[config.mk]
export PLATFORM = sky130hd
export DESIGN_NAME = aes_sbox_out_stage
export DESIGN_NICKNAME = d
export VERILOG_FILES = /design/src/rtl/aes_sbox_out_stage.sv
export SDC_FILE = /design/constraint.sdc
export NUM_CORES = 1
export LEC_CHECK = 0
export BUFFER_PORTS_ARGS = -buffer_cell sky130_fd_sc_hd__buf_2
export CAP_MARGIN = 20
export CELL_PAD_IN_SITES_DETAIL_PLACEMENT = 1
export CELL_PAD_IN_SITES_GLOBAL_PLACEMENT = 1
export CORE_ASPECT_RATIO = 1.25
export CORE_UTILIZATION = 40
export CTS_BUF_LIST = sky130_fd_sc_hd__clkbuf_8
export DETAILED_ROUTE_END_ITERATION = 10
export HOLD_SLACK_MARGIN = 0.1
export PLACE_DENSITY = 0.8
export SLEW_MARGIN = 15
export SYNTH_ARGS = -nofsm -noshare
export SYNTH_HDL_FRONTEND = slang
export SYNTH_SLANG_ARGS = --single-unit
[constraint.sdc]
create_clock -name in_clock -period 6 [get_ports in_clock]
set_clock_uncertainty 0.15 [all_clocks]
set_input_delay 0.6 -clock in_clock [delete_from_list [all_inputs] [get_ports in_clock]]
set_output_delay 0.6 -clock in_clock [all_outputs]
set_load 0.05 [all_outputs]
[src/rtl/aes_sbox_out_stage.sv]
// Masked AES S-box output stage: back basis change, enc/dec select,
// affine constant on share 0 and a 2-entry registered FIFO.
module aes_sbox_out_stage #(
  parameter int NUM_SHARES = 2,
  parameter int NUM_BYTES  = 4
) (
  input  logic                            in_clock,
  input  logic                            in_reset,
  input  logic [NUM_SHARES*NUM_BYTES*8-1:0] in_shares,
  input  logic                            in_decrypt,
  input  logic                            in_valid,
  output logic                            out_ready,
  output logic [NUM_SHARES*NUM_BYTES*8-1:0] out_shares,
  output logic                            out_decrypt,
  output logic                            out_valid,
  input  logic                            in_ready,
  output logic [1:0]                      out_level
);

  localparam int W = NUM_SHARES * NUM_BYTES * 8;

  typedef enum logic [1:0] {
    EMPTY = 2'd0,
    ONE   = 2'd1,
    FULL  = 2'd2
  } state_t;

  // Tower basis -> polynomial basis, merged with the affine matrix.
  function automatic logic [7:0] fwd_map(input logic [7:0] x);
    logic [7:0] y;
    y[7] = x[5] ^ x[3];
    y[6] = x[7] ^ x[3];
    y[5] = x[6] ^ x[0];
    y[4] = x[7] ^ x[5] ^ x[3];
    y[3] = x[7] ^ x[6] ^ x[5] ^ x[4] ^ x[3];
    y[2] = x[6] ^ x[5] ^ x[3] ^ x[2] ^ x[0];
    y[1] = x[5] ^ x[4] ^ x[1];
    y[0] = x[6] ^ x[4] ^ x[1];
    return y;
  endfunction

  // Tower basis -> polynomial basis only (inverse S-box result).
  function automatic logic [7:0] bwd_map(input logic [7:0] x);
    logic [7:0] y;
    y[7] = x[4] ^ x[1];
    y[6] = x[7] ^ x[6] ^ x[5] ^ x[3] ^ x[1] ^ x[0];
    y[5] = x[7] ^ x[6] ^ x[5] ^ x[3] ^ x[2] ^ x[0];
    y[4] = x[6] ^ x[1];
    y[3] = x[6] ^ x[5] ^ x[4] ^ x[3] ^ x[2] ^ x[1];
    y[2] = x[7] ^ x[5] ^ x[4] ^ x[1];
    y[1] = x[5] ^ x[1];
    y[0] = x[2];
    return y;
  endfunction

  logic [W-1:0] sbox_d;

  for (genvar s = 0; s < NUM_SHARES; s++) begin : g_share
    for (genvar b = 0; b < NUM_BYTES; b++) begin : g_lane
      localparam int LSB = (s * NUM_BYTES + b) * 8;
      localparam logic [7:0] AFF = (s == 0) ? 8'h63 : 8'h00;
      logic [7:0] x;
      assign x = in_shares[LSB +: 8];
      assign sbox_d[LSB +: 8] = in_decrypt ? bwd_map(x)
                                           : (fwd_map(x) ^ AFF);
    end
  end

  state_t       state_q;
  logic         head_q;
  logic         tail_q;
  logic [W:0]   ent_q [2];
  logic         push;
  logic         pop;

  assign out_ready = (state_q != FULL);
  assign out_valid = (state_q != EMPTY);
  assign push      = in_valid & out_ready;
  assign pop       = out_valid & in_ready;
  assign out_level = state_q;

  // Outputs come only from the head register, never from the input.
  assign {out_decrypt, out_shares} = ent_q[head_q];

  always_ff @(posedge in_clock or posedge in_reset) begin
    if (in_reset) begin
      state_q  <= EMPTY;
      head_q   <= 1'b0;
      tail_q   <= 1'b0;
      ent_q[0] <= '0;
      ent_q[1] <= '0;
    end else begin
      if (push) begin
        ent_q[tail_q] <= {in_decrypt, sbox_d};
        tail_q        <= ~tail_q;
      end
      if (pop) begin
        head_q <= ~head_q;
      end
      unique case (state_q)
        EMPTY: begin
          if (push) state_q <= ONE;
        end
        ONE: begin
          if (push & ~pop)      state_q <= FULL;
          else if (pop & ~push) state_q <= EMPTY;
        end
        FULL: begin
          if (pop) state_q <= ONE;
        end
        default: state_q <= EMPTY;
      endcase
    end
  end

endmodule

# == Yosys cells after proc, flatten, opt, wreduce, memory -nomap -nowiden ==
# Cells that the tools add are included.
# W data, S select, Z words.
# word_totals
out_inout_bits,69
inputBits,69
register_bits,134
wordCells,299
# op_classes
bitwise,262
magnitude_cmp,3
reduce_logical,4
eq_ne,6
mux,19
# ops
cell,n
$mux W65,4
$xor A1 B1 Y1,248
$bwmux W130,1
$demux W65 S1,1
$mux W8,8
$not A4 Y4,4
$mux W2,4
$ne A2 B2 Y1 const B,3
$pmux W2 S3,1
$and A1 B1 Y1,4
$ge A2 B2 Y1 const B,2
$not A1 Y1,4
$not A1 Y2,2
$ne A3 B3 Y1 const B,1
$reduce_and A3 Y1,1
$eq A2 B1 Y1 const B,1
$eq A2 B2 Y1 const B,1
$logic_not A2 Y1,1
$lt A2 B1 Y1 const B,1
$reduce_bool A2 Y1,1
$logic_and A1 B1 Y1,1

# == Depth between registers and ports, before layout ==
# logic_depth
depth_word,7
ltp_mapped,8

# == Worst setup path before layout ==
# Ideal clock, no wire load.
# synth_path
path_kind,register to register
from,"reg state_q[1], in the netlist out_level[1]"
to,reg ent_q[45] (netlist bit)
required_time_ns,5.781
synth_period_minus_slack_ns,2.170
arrival_ns,1.951
path_stages_with_launch,9
path_slack_ns,3.830
cell_sequence,dfrtp_1 -> nor2b_1 -> buf_4 -> inv_2 -> nand3_1 -> buf_2 -> buf_2 -> a211o_1 -> nand3_1
# synth_between
elab_chain_cells,2
# synth_rtl
element,line_no,rtl
from (decl),69,state_t state_q;
from (signal assigned),87,state_q <= EMPTY;
from (signal assigned),102,if (push) state_q <= ONE;
from (signal assigned),105,if (push & ~pop) state_q <= FULL;
$ne A2 B2 Y1,76,assign out_ready = (state_q != FULL);
named net out_ready,12,"output logic out_ready,"
$and A1 B1 Y1,78,assign push = in_valid & out_ready;
"to (signal, indexed assignment)",94,"ent_q[tail_q] <= {in_decrypt, sbox_d};"
to (decl),72,logic [W:0] ent_q [2];
# The timed path passes the listed nets, and every way through them passes these cells.
# A chain may end at the register's enable or synchronous reset.

# == Worst setup path in the final report ==
# layout_path
from,reg head_q
to,out out_shares[34]
# layout_between
elab_chain_cells,4
# layout_rtl
element,line_no,rtl
from (decl),70,logic head_q;
from (signal assigned),98,head_q <= ~head_q;
$not A1 Y2 (not written as such),83,"assign {out_decrypt, out_shares} = ent_q[head_q];"
$mux W65 (not written as such) (3 in series),83,
to (decl),13,"output logic [NUM_SHARES*NUM_BYTES*8-1:0] out_shares,"
# Every way passes these cells. The select of a mux whose other input is x is not followed.

==> summary.txt <==
Post-synth ARST share -> 1.000
largest net degree at the start of global routing -> 98
Reg area -> 0.003357 sq mm
Rows -> 58
ratio of final minimum period to clock period -> 0.5050
type of the most critical hold path -> input pin to asynchronous set/reset pin
CTS tree -> done
Syn Nets -> 888
crit path kind -> flop to output port
VDD IR-drop max -> 384.0 uV
TritonRoute pass-1 iters -> 6
area of the multi-input gates -> 0.004658 sq mm
Starting Density -> 0.4098
# fillers -> 2,287
power per cell area -> 537.6 mW/mm^2
Critical Path RT -> 5.25 ns
outcome -> finished, final reports clean
FMAX -> 330.1 MHz
Worst Path Max Fanout -> 66
routed wire length -> 21,190 um
crit path from -> head_q$_DFFE_PP0P_
final hold viol count -> 0
DRC Markers -> 0
DRT antenna net count -> 0
# setup viols final -> 0
reg2reg start -> out_level[1]$_DFFE_PP0P_
Post-Syn Area per Cell -> 10.13 sq um
io pins -> 138
cell taking the most area after synthesis -> dfrtp_1
worst relative slew slack -> 0.3180
Inserted Clock Buffers -> 17
initial antenna violation count -> 0
Syn Inst Count -> 819
die footprint -> 0.02133 sq mm
Least-Margin Pin Slew -> 1.023 ns
cts repair resizes -> 0
layout cells sized above 1 -> 0.3197
first-pass GRT wire length -> 34,210 um
total power -> 5.129 mW
clock-pin slew on the worst setup and hold paths -> 0.08 ns
Port Buffer Count -> 137
total grt overflow -> 0
Clock Path Buffers -> 2
Seq/Total Area, Yosys -> 0.4042
clock sink count -> 134
number of synthesized flops with an enable pin -> 0
Synth cell types -> 33
Tmin final -> 3.030 ns
Placer Congestion -> 0.7742
Die H -> 163.0 um
area grow syn2layout -> 14.99%
RSZ-0062 raised after global routing -> no
GRT Util Overall -> 0.2078
post-route cell area -> 0.009540 sq mm
Antenna Cells -> 0
WL per Instance -> 17.68 um
worst-skew pair later-pin latency -> 0.45 ns
synthesis warning total -> 0
Post-CTS Setup Bufs -> 0
Worst Path Arrival -> 2.28 ns
Setup TNS -> 0 ns
root buffer cell -> clkbuf_8
via count of the first global-routing pass -> 6,633
Vias/cell -> 5.273
leak pwr -> 4.369 nW
Post-Syn Area -> 0.008297 sq mm
DP Area -> 0.009099 sq mm
Max Slew Vio Count -> 0
Core Footprint -> 0.02025 sq mm
crit path launch type -> flop
number of max-cap violations -> 0
Seq cells post-synth -> 134
Via Count -> 6,322
Die Wd -> 130.8 um
Final HPWL DP -> 14,030 um
H-tree depth -> 4
CTS Hold Bufs -> 0
Final nets -> 985
nature of the critical path endpoint -> output port
Yosys top cell area share -> 0.4042
Starting DRT DRC Count -> 171
Synth area leaders -> dfrtp_1 40%, mux2_2 15%, xnor2_1 8.9%
Top FF cell, synth -> dfrtp_1
## cells in the final DEF (no fill, tap or decap), types with 2 or more instances in the layout
cell type | netlist | routed
nand2_1 | 143 | 143
buf_2 | 38 | 136
dfrtp_1 | 134 | 133
mux2_2 | 107 | 107
xnor2_1 | 84 | 84
xor2_1 | 46 | 46
o21ai_0 | 38 | 38
nand3_1 | 35 | 34
a211o_1 | 32 | 32
nand4_1 | 32 | 32
mux2i_1 | 20 | 20
nor2_1 | 19 | 19
clkbuf_8 | 0 | 19
a21oi_1 | 15 | 15
xnor3_1 | 13 | 13
buf_4 | 1 | 7
nand2b_1 | 6 | 5
clkinvlp_4 | 0 | 5
xor2_2 | 4 | 4
nor4_1 | 4 | 4
nor3_1 | 4 | 4
bufinv_16 | 0 | 4
nor2b_1 | 3 | 3
nor2_4 | 0 | 2
a31oi_1 | 2 | 2
a211oi_2 | 2 | 2
clkinv_2 | 0 | 2
## cell type report
type                            count  share of cell area
Tap cell                          270             0.03541
Clock buffer                       19             0.02741
Clock inverter                     13             0.01889
Inverter                            2            0.001311
Multi-Input combinational cell    618              0.4883
Sequential cell                   134              0.3519
Timing Repair Buffer              143             0.07685
## Yosys cell counts (2+ instances only)
master,n
nand2_1,143
dfrtp_1,134
mux2_2,107
xnor2_1,84
xor2_1,46
buf_2,38
o21ai_0,38
nand3_1,35
a211o_1,32
nand4_1,32
clkbuf_1,26
mux2i_1,20
nor2_1,19
a21oi_1,15
xnor3_1,13
nand2b_1,6
nor3_1,4
nor4_1,4
xor2_2,4
nor2b_1,3
a211oi_2,2
a31oi_1,2
nor2_2,2
## per-layer routing
metal | wire length, um | GRT usage
met1 | 9252 | 0.2524
met5 | 0 | 0
met3 | 732 | 0.03374
met4 | 330 | 0.06792
met2 | 10880 | 0.3692
## worst paths after layout
check / to / slack, ns / depth (start not counted)
worst max-delay path: out_shares[34] / 2.97 / 2
worst min-delay path: ent_q[74]$_DFFE_PP0P_ / 0.09 / 2
worst max register to register: ent_q[124]$_DFFE_PP0P_ / 3.29 / 6
worst min register to register: ent_q[49]$_DFFE_PP0P_ / 0.32 / 2
max in group asynchronous: ent_q[57]$_DFFE_PP0P_ / 4.23 / 3
min in group in_clock: out_level[1]$_DFFE_PP0P_ / 0.20 / 2
## power breakdown
part | internal [mW] | leakage, nW | switching (mW)
clock | 0.472 | 0.211 | 0.380
sequential | 1.30 | 1.63 | 0.296
combinational | 0.878 | 2.53 | 1.80
## state kept, by name (all words and copies together) (netlist names)
name	cells
head_q	1
out_level	2
ent_q	130
tail_q	1
## per-stage QoR
stage | worst slack, ns | utilization | hold WS, ns | instances
3_5_place_dp | 3.179 | 0.4494 | 0.3108 | 1167
2_1_floorplan | 1.667 | - | 0.2901 | 819
5_1_grt | 2.874 | 0.4712 | 0.1230 | 1199
6_report | 2.970 | 0.4712 | 0.08862 | 1199
3_3_place_gp | 3.236 | 0.4494 | 0.3040 | 1167
4_1_cts | 2.901 | 0.4712 | 0.1147 | 1199
## worst max-delay path, stage by stage (launching register included)
cell     delay [ns]
dfrtp_4        1.11
mux2_2         0.46
buf_2          0.22
## cells by family (layout without fill, tap and decap cells)
logic type | Yosys count | after routing | synth area share
simple gates | 253 | 253 | 0.1366
flops | 134 | 134 | 0.4042
mux | 127 | 127 | 0.1694
xor+xnor | 148 | 148 | 0.1823
compound gates | 90 | 90 | 0.07103
buf+inv | 67 | 177 | 0.03649
(Power assumes the default switching activity.)
